===== src/rtl/rtc_lectura_if.sv =====
// ============================================================================
// rtc_lectura_if : read handshake between the RTC read sequencer and the bus controller.   rev 1.0
// ============================================================================
`default_nettype none

interface rtc_lectura_if;
  logic       rd_req;
  logic [7:0] address;
  logic       bus_done;
  logic [7:0] data_in;

  modport master (output rd_req, output address, input bus_done, input data_in);
  modport slave  (input rd_req, input address, output bus_done, output data_in);
endinterface

`default_nettype wire


===== src/rtl/rtc_lectura.sv =====
// ============================================================================
// rtc_lectura : walks the RTC time/date/timer address table and latches each byte.   rev 1.0
// ============================================================================
`default_nettype none

module rtc_lectura #(
  parameter logic [11:0] TIMEOUT = 12'h0ff,
  parameter int          N_REG   = 9
) (
  input  wire logic        clk,
  input  wire logic        reset,
  input  wire logic        leer,
  input  wire logic        escribe,
  rtc_lectura_if.master    bus,
  output logic             busy,
  output logic             frame_valid,
  output logic             timeout_err,
  output logic [7:0]       segundos,
  output logic [7:0]       minutos,
  output logic [7:0]       horas,
  output logic [7:0]       dia,
  output logic [7:0]       mes,
  output logic [7:0]       anio,
  output logic [7:0]       t_seg,
  output logic [7:0]       t_min,
  output logic [7:0]       t_hora
);

  localparam logic [3:0] LAST_IDX = 4'(N_REG - 1);

  typedef enum logic [1:0] {
    S_IDLE = 2'd0,
    S_REQ  = 2'd1,
    S_WAIT = 2'd2,
    S_NEXT = 2'd3
  } state_t;

  state_t      state;
  state_t      state_nx;
  logic [3:0]  idx;
  logic [11:0] cnt;
  logic [7:0]  regs [N_REG];

  logic start;
  logic latch;
  logic tmo;
  logic fin;

  function automatic logic [7:0] table_addr(input logic [3:0] i);
    case (i)
      4'd0:    table_addr = 8'h21;
      4'd1:    table_addr = 8'h22;
      4'd2:    table_addr = 8'h23;
      4'd3:    table_addr = 8'h24;
      4'd4:    table_addr = 8'h25;
      4'd5:    table_addr = 8'h26;
      4'd6:    table_addr = 8'h41;
      4'd7:    table_addr = 8'h42;
      4'd8:    table_addr = 8'h43;
      default: table_addr = 8'h00;
    endcase
  endfunction

  always_ff @(posedge clk or posedge reset) begin
    if (reset) state <= S_IDLE;
    else       state <= state_nx;
  end

  always_comb begin
    state_nx = state;
    start    = 1'b0;
    latch    = 1'b0;
    tmo      = 1'b0;
    fin      = 1'b0;
    case (state)
      S_IDLE: begin
        if (leer && !escribe) begin
          state_nx = S_REQ;
          start    = 1'b1;
        end
      end
      S_REQ:  state_nx = S_WAIT;
      S_WAIT: begin
        // A completion landing on the timeout cycle still counts as success.
        if (bus.bus_done) begin
          latch    = 1'b1;
          state_nx = S_NEXT;
        end else if (cnt == TIMEOUT) begin
          tmo      = 1'b1;
          state_nx = S_NEXT;
        end
      end
      S_NEXT: begin
        if (idx == LAST_IDX) begin
          fin      = 1'b1;
          state_nx = S_IDLE;
        end else if (escribe) begin
          state_nx = S_IDLE;
        end else begin
          state_nx = S_REQ;
        end
      end
      default: state_nx = S_IDLE;
    endcase
  end

  assign bus.rd_req  = (state == S_REQ);
  assign bus.address = (state == S_IDLE) ? 8'h00 : table_addr(idx);
  assign busy        = (state != S_IDLE);

  always_ff @(posedge clk or posedge reset) begin
    if (reset) begin
      idx         <= 4'd0;
      cnt         <= 12'd0;
      frame_valid <= 1'b0;
      timeout_err <= 1'b0;
      for (int i = 0; i < N_REG; i++) regs[i] <= 8'h00;
    end else begin
      frame_valid <= fin;
      if (start) begin
        idx         <= 4'd0;
        timeout_err <= 1'b0;
      end else if (state == S_NEXT && state_nx == S_REQ) begin
        idx <= idx + 4'd1;
      end
      if (state == S_REQ)       cnt <= 12'd0;
      else if (state == S_WAIT) cnt <= cnt + 12'd1;
      if (latch) regs[idx] <= bus.data_in;
      if (tmo)   timeout_err <= 1'b1;
    end
  end

  assign segundos = regs[0];
  assign minutos  = regs[1];
  assign horas    = regs[2];
  assign dia      = regs[3];
  assign mes      = regs[4];
  assign anio     = regs[5];
  assign t_seg    = regs[6];
  assign t_min    = regs[7];
  assign t_hora   = regs[8];

endmodule

`default_nettype wire


===== src/flat_wrapper.sv =====
// flat-port wrapper written by rule: the top's interface ports become plain ports
module rtc_lectura_flat 
#(
  parameter logic [11:0] TIMEOUT = 12'h0ff,
  parameter int          N_REG   = 9
)
  (clk, reset, leer, escribe, busy, frame_valid, timeout_err, segundos, minutos, horas, dia, mes, anio, t_seg, t_min, t_hora, bus_rd_req, bus_address, bus_bus_done, bus_data_in);
  rtc_lectura_if bus_i ();
  input  wire logic clk;
  input  wire logic reset;
  input  wire logic leer;
  input  wire logic escribe;
  output logic busy;
  output logic frame_valid;
  output logic timeout_err;
  output logic [7:0] segundos;
  output logic [7:0] minutos;
  output logic [7:0] horas;
  output logic [7:0] dia;
  output logic [7:0] mes;
  output logic [7:0] anio;
  output logic [7:0] t_seg;
  output logic [7:0] t_min;
  output logic [7:0] t_hora;
  output wire logic [$bits(bus_i.rd_req)-1:0] bus_rd_req;
  output wire logic [$bits(bus_i.address)-1:0] bus_address;
  input wire logic [$bits(bus_i.bus_done)-1:0] bus_bus_done;
  input wire logic [$bits(bus_i.data_in)-1:0] bus_data_in;
  assign bus_rd_req = bus_i.rd_req;
  assign bus_address = bus_i.address;
  assign bus_i.bus_done = bus_bus_done;
  assign bus_i.data_in = bus_data_in;
  rtc_lectura #(.TIMEOUT(TIMEOUT), .N_REG(N_REG)) u_core (.clk(clk), .reset(reset), .leer(leer), .escribe(escribe), .bus(bus_i), .busy(busy), .frame_valid(frame_valid), .timeout_err(timeout_err), .segundos(segundos), .minutos(minutos), .horas(horas), .dia(dia), .mes(mes), .anio(anio), .t_seg(t_seg), .t_min(t_min), .t_hora(t_hora));
endmodule

===== config.mk =====
export PLATFORM = sky130hd
export DESIGN_NAME = rtc_lectura_flat
export DESIGN_NICKNAME = d
export VERILOG_FILES = /design/src/rtl/rtc_lectura_if.sv /design/src/rtl/rtc_lectura.sv /design/src/flat_wrapper.sv
export SDC_FILE = /design/constraint.sdc
export NUM_CORES = 1
export LEC_CHECK = 0
export BUFFER_PORTS_ARGS = -buffer_cell sky130_fd_sc_hd__buf_2
export CAP_MARGIN = 20
export CORE_UTILIZATION = 53
export DETAILED_ROUTE_END_ITERATION = 8
export GPL_TIMING_DRIVEN = 0
export HOLD_SLACK_MARGIN = 0.03
export PLACE_DENSITY_LB_ADDON = 0.3
export SYNTH_ARGS = -nofsm -noshare
export SYNTH_HDL_FRONTEND = slang
export SYNTH_SLANG_ARGS = --single-unit

===== constraint.sdc =====
create_clock -name clk -period 2.9 [get_ports clk]
set_input_delay 0.145 -clock clk [delete_from_list [all_inputs] [get_ports clk]]
set_output_delay 0.145 -clock clk [all_outputs]
set_load 0.05 [all_outputs]

==> results of run 1 <==
[synthesized netlist by cell type, types with 4 or more instances]
cell type,count,area [sq um]
inv_1,13,48.8
mux2i_1,6,60.1
nor2_1,10,37.5
o21ai_0,8,40.0
xnor2_1,5,43.8
mux2_2,72,811
nand4_1,4,25.0
ha_1,9,113
nand2_1,23,86.3
a21oi_1,8,40.0
nor3_1,4,20.0
dfrtp_1,92,2300
buf_4,4,30.0
[worst reg2reg max path, stage by stage, from the launching register on]
cell      delay (ps)
dfrtp_1          450
inv_1            140
ha_1             230
nand3b_1         230
nor2_1           750
mux2_2           420
[logic make-up (layout without fill, tap and decap cells)]
group,after synthesis,after routing,share of synthesized area
AND/OR/NAND/NOR,63,63,0.0808
adder cells (fa/ha/maj),9,9,0.0287
multiplexers,78,78,0.222
XOR/XNOR,5,5,0.0112
other,1,3,0.000957
AO/OA/AOI/OAI,26,26,0.0431
buffers and inverters,22,134,0.0255
flip-flops,92,92,0.587
[routing by layer]
layer / wire [microns] / track usage / vias to the layer above
met3: 426 / 0.0500 / 10
met1: 3650 / 0.300 / 1356
met2: 4150 / 0.381 / 95
met5: 0 / 0 / -
li1: - / - / 1237
met4: 132 / 0.0984 / 0
[power by group]
part	switching [mW]	leakage, nW	internal, mW
sequential	0.193	1.24	1.59
clock	0.464	0.107	0.430
combinational	1.63	1.21	0.605
[registers in the layout, summed over array words and instances, names as in the netlist]
register	flops
u_core.mes	8
u_core.t_hora	8
u_core.idx	4
u_core.minutos	8
u_core.anio	8
u_core.segundos	8
u_core.horas	8
u_core.frame_valid	1
u_core.cnt	12
u_core.dia	8
u_core.state	2
u_core.t_seg	8
u_core.t_min	8
u_core.timeout_err	1
[worst paths after layout]
kind	cells past startpoint	endpoint	slack [ps]
setup reg to reg	5	u_core.t_hora[5]	580
setup / recovery	5	u_core.t_hora[5]	580
min in group asynchronous	3	u_core.segundos[2]	320
max in group asynchronous	4	u_core.minutos[2]	1960
hold / removal	2	u_core.segundos[3]	120
hold reg to reg	2	u_core.timeout_err	500
[timing repair]
action	CTS	global route
endpoints found under the hold margin	31	0
endpoints found under the setup margin	0	0
hold buffers	2	0
[metrics by stage]
stage                     worst slack (ps)   util  setup TNS, ps  instance area, sq um
after floorplan                        204      -              0                  3930
after global placement                -633  0.646         -57750                  4510
after detailed placement               574  0.651              0                  4540
after CTS                              577  0.683              0                  4770
after global routing                   472  0.683              0                  4770
final                                  580  0.683              0                  4770
[layout make-up]
cell class	count	area [sq um]	area share
well taps	96	120	0.0252
clock inverters	6	70.1	0.0147
plain buffers	9	51.3	0.0108
repair buffers	96	513	0.108
multi-input cells	184	1520	0.320
inverters	13	51.3	0.0108
flip-flops and latches	92	2300	0.483
clock buffers	10	138	0.0289
==> summary.txt, run 1 <==
Worst setup path
  • Critical Path Slowest Stage Cell: nor2_1
  • Critical path launch point type: flop
  • Critical path class: flop to flop
  • Buf+Inv Stages, Crit Path: 1
  • CP delay by family, top: simple AND/OR/NAND/NOR gates
  • Largest fanout on the critical path: 8
  • Worst r2r src: u_core.idx[0]
  • Crit path from: u_core.idx[0]
  • Arr. time, crit path: 2570 ps
  • CP endpoint kind: flop
  • Slowest stage delay, CP: 740 ps
  • Required time at the worst-slack endpoint: 3150 ps
  • Critical-path cell list: inv_1 -> ha_1 -> nand3b_1 -> nor2_1 -> mux2_2

Clock network
  • Clock slew at reported path FFs: 90 ps
  • TritonCTS clock tree: built
  • CTS Buffer Depth: 2
  • Clock Root Buffer: clkbuf_8
  • Latest clock arrival within the worst-skew pair: 360 ps
  • CTS resizes: 0
  • Num CTS Buffers: 9
  • Postcts setup bufs: 0
  • Clk sinks: 92
  • CTS H-tree depth: 3

Final layout
  • Antenna diodes: 0
  • Non-Filler Instances: 506
  • # nets final: 427
  • Commonest non-fill, non-tap cells in the layout: 94 x buf_2, 92 x dfrtp_1, 72 x mux2_2
  • Fillcell total: 537
  • Area Overhead vs Synth: 21.7%
  • Most common cell after layout, fill and taps aside: buf_2
  • Share of cells above drive strength 1: 0.478

Timing
  • Worst hold slack: 122 ps
  • Final Skew: 6.30 ps
  • Achievable Freq: 431 MHz
  • Final period utilization: 0.800
  • Slew Limit Fails: 0
  • Setup Viol. Count Final: 0
  • Final Hold Violating Endpoints: 0
  • Worst slew margin: 0.407
  • RSZ-0062 raised after global routing: no
  • Worst-margin pin slew: 886 ps
  • Fin crit period: 2320 ps

Power and ir drop
  • P_leak: 2.56 nW
  • IR drop worst, VDD: 0.798 mV
  • Power Total: 4.92 mW
  • Pwr/cell area: 1030 mW/mm^2

Global route
  • First-pass GRT wire length: 13,100 microns
  • Grt ovf: 0
  • Antenna violations before repair: 0
  • Gr usage total: 0.232
  • Largest net degree at the start of global routing: 63
  • Vias in the first global route: 2,651

Logic synthesis
  • Syn Area/Cell: 13.2 sq um
  • Post-synth EDFFs: 0
  • Post-Syn Instances: 296
  • Number of unique standard cell types used by synthesis: 39
  • Ys Warns: 0
  • Top_reg_cell synth: dfrtp_1
  • #FFs+latches synth: 92
  • Mapped Area: 0.00392 sq mm
  • Sequential fraction of the synthesis area: 0.587
  • Asr flop ratio synth: 1.00

Drt
  • WL/cell: 16.5 microns
  • Final wirelength: 8360 microns
  • DR DRC count: 0
  • Detail Route Antenna Nets: 0
  • 1st-iter DRT viols: 105
  • Via density: 5.33
  • DR vias: 2,698
  • DR pass1 iterations: 4

Placed design
  • Routability cong.: 0.787
  • Port bufs: 93
  • Placed insts: 488
  • Final HPWL DP: 5880 microns

Die
  • Die Ht: 88.0 microns
  • Die width: 88.0 microns
  • Die ar.: 0.00774 sq mm
  • # IOs: 97
  • Core area: 0.00698 sq mm
  • Row count: 30
  • Starting density of the core: 0.561

Outcome
  • Status: finished, final reports clean

Worst hold path
  • Hold_sp: bus_data_in[3]
  • Hold crit path type: primary input to flop

Job
  • Max-cap violation count: 0
No activity file was read; power rests on OpenSTA's default activity.
==> run 2, diff against run 1 <==
Settings changed: ABC_AREA set to 1, CORE_UTILIZATION 53 to 48.
Clock period 2.9 ns to 2.02 ns, I/O delays scaled along.
==> summary.txt, run 2 <==
Logic synthesis
  • Top-area cell type share of the netlist area: 0.588 (about the same)
  • Top-count cell post-synth: nand2_1
  • Post-Syn Instances: 411 (+39%)
  • Number of unique standard cell types used by synthesis: 33 (-15%)
  • Asr flop ratio synth: 1.00 (unchanged)
  • Commonest cells in the netlist: 101 x nand2_1, 92 x dfrtp_1, 63 x o21ai_0
  • Mapped Area: 0.00392 sq mm (about the same)
  • Syn Area/Cell: 9.53 sq um (-28%)
  • Post-synth top area cell: dfrtp_1
  • Sequential fraction of the synthesis area: 0.588 (about the same)
  • Top_reg_cell synth: dfrtp_1
  • Ys Warns: 0 (unchanged)
  • #FFs+latches synth: 92 (unchanged)
  • Post-synth EDFFs: 0 (unchanged)
  • Ranking of synthesized cells by area: dfrtp_1 59%, nand2_1 9.7%, o21ai_0 8.0%, inv_1 3.4%, ha_1 2.9%

Timing
  • Setup Viol. Count Final: 0 (unchanged)
  • Slew Limit Fails: 0 (unchanged)
  • Total Neg Setup Slack: 0 ps (unchanged)
  • Final Skew: 12.3 ps (+6.02 ps)
  • Final period utilization: 0.948
  • Final Hold Violating Endpoints: 0 (unchanged)
  • RSZ-0062 raised after global routing: no
  • Achievable Freq: 522 MHz
  • Fin crit period: 1910 ps

Die
  • Die ar.: 0.00853 sq mm (+10%)
  • Core area: 0.00781 sq mm (+12%)
  • Starting density of the core: 0.502 (-0.0595)
  • Die Ht: 92.3 microns (+4.9%)
  • Die width: 92.3 microns (+4.9%)
  • Row count: 32 (+6.7%)
  • # IOs: 97 (unchanged)

Final layout
  • Share of cells above drive strength 1: 0.285 (-0.193)
  • # nets final: 544 (+27%)
  • Largest register FFs: 12 (unchanged)
  • Antenna diodes: 0 (unchanged)
  • Area of the multi-input gates: 0.00135 sq mm (-11%)
  • Reg area: 0.00230 sq mm (unchanged)
  • Most common cell after layout, fill and taps aside: nand2_1
  • Commonest non-fill, non-tap cells in the layout: 101 x nand2_1, 92 x buf_2, 92 x dfrtp_1
  • Area Overhead vs Synth: 22.9%
  • Largest Register: u_core.cnt
  • Fillcell total: 639 (+19%)

Clock network
  • Num CTS Buffers: 9 (unchanged)
  • Latest clock arrival within the worst-skew pair: 360 ps (about the same)
  • Clock Root Buffer: clkbuf_8
  • CTS Buffer Depth: 2 (unchanged)
  • Clock slew at reported path FFs: 100 ps (about the same)
  • CTS H-tree depth: 3 (unchanged)
  • TritonCTS clock tree: built
  • Clk sinks: 92 (unchanged)

Global route
  • Gr usage total: 0.224 (-0.00806)
  • First-pass GRT wire length: 14,600 microns (+12%)
  • Largest net degree at the start of global routing: 45 (-29%)
  • Antenna violations before repair: 0 (unchanged)
  • Grt ovf: 0 (unchanged)
  • Vias in the first global route: 3,007 (+13%)

Job
  • Max-cap violation count: 0 (unchanged)

Drt
  • Final wirelength: 9060 microns (+8.3%)
  • DR pass1 iterations: 5 (+1)
  • DR vias: 3,154 (+17%)
  • WL/cell: 14.4 microns (-13%)
  • DR DRC count: 0 (unchanged)
  • 1st-iter DRT viols: 156 (+49%)
  • Via density: 5.01 (-6.0%)
  • Detail Route Antenna Nets: 0 (unchanged)

Worst hold path
  • Hold crit path type: primary input to flop
  • WHS Path Cells: 3 (+1)

Placed design
  • Final HPWL DP: 6380 microns (+8.6%)
  • Port bufs: 93 (unchanged)
  • Routability cong.: 0.828 (+5.2%)

Worst setup path
  • Critical path launch point type: flop
  • Arr. time, crit path: 1810 ps (-760 ps)
  • Required time at the worst-slack endpoint: 1920 ps (-1230 ps)
  • Critical path class: flop to primary output
  • Largest fanout on the critical path: 6 (-2)
  • CP endpoint kind: primary output
  • Worst reg2reg path depth: 7 (+2)

Outcome
  • Status: finished, final reports clean
[run 2: cell count changes in the layout (fill, tap and decap cells not counted), sizes merged, moves of 5 or more]
| cell | change |
|---|---|
| nand2 | +84 |
| mux2 | -72 |
| o21ai | +65 |
| inv | +25 |
| nor2 | +24 |
| buf | +13 |
| a21oi | +9 |
| nand3 | +7 |
| clkbuf | -5 |
| mux2i | -5 |
| xnor2 | -5 |
[run 2: logic make-up after synthesis]
group                    count (synthesis)  synth area share
adder cells (fa/ha/maj)                  9            0.0287
multiplexers                             1           0.00256
other                                    1          0.000957
buffers and inverters                   51            0.0709
flip-flops                              92             0.588
AO/OA/AOI/OAI                           98             0.131
AND/OR/NAND/NOR                        158             0.176
XOR/XNOR                                 1           0.00224
[run 2: what timing repair did]
action,CTS,global route
resized for setup,1,4
endpoints found under the hold margin,50,0
hold buffers,1,0
buffers inserted,0,2
endpoints found under the setup margin,1,3
[run 2: worst paths after layout]
path / start / endpoint / slack [ps]
min reg2reg: u_core.t_seg[6] / u_core.t_seg[6] / 490
max in group asynchronous: reset / u_core.segundos[2] / 1240
min in group asynchronous: reset / u_core.t_seg[1] / 250
max reg2reg: u_core.state[0] / u_core.minutos[2] / 210
min: bus_bus_done / u_core.timeout_err / 100
max: u_core.idx[0] / bus_address[1] / 110
[run 2: layer usage]
metal,vias to the layer above,share of wire,GRT usage,wire [microns]
met4,0,0.025,0.0964,228
met1,1483,0.43,0.303,3930
li1,1550,-,-,-
met2,102,0.48,0.354,4370
met5,-,0,0,0
met3,19,0.059,0.0427,533
[run 2: critical path, cell delays in order, from the launching register on]
cell and delay (ps):
dfrtp_1 410, inv_2 120, ha_1 200, inv_1 70, o21ai_0 160, nand2_1 120
a211oi_2 180, buf_6 190
[run 2: area by class of cell]
class,instances,area share
flip-flops and latches,92,0.478
multi-input cells,270,0.281
repair buffers,98,0.112
inverters,36,0.0294
plain buffers,15,0.0291
well taps,102,0.0265
clock buffers,9,0.0257
clock inverters,7,0.0184
[run 2: stage by stage]
stage	area, sq um	hold slack (ps)	util	instances	setup WS (ps)
global placement	4530	462	0.580	608	268
finish	4820	100	0.617	629	106
CTS	4790	90.2	0.614	627	0.264
detailed placement	4570	97.6	0.585	610	221
global route	4820	115	0.617	629	7.17
floorplan	3940	330	-	413	18.9
Power of run 2 is left out: the tool's default activity adds up to more than one toggle a clock period on the data nets, which glitch-free logic cannot reach.
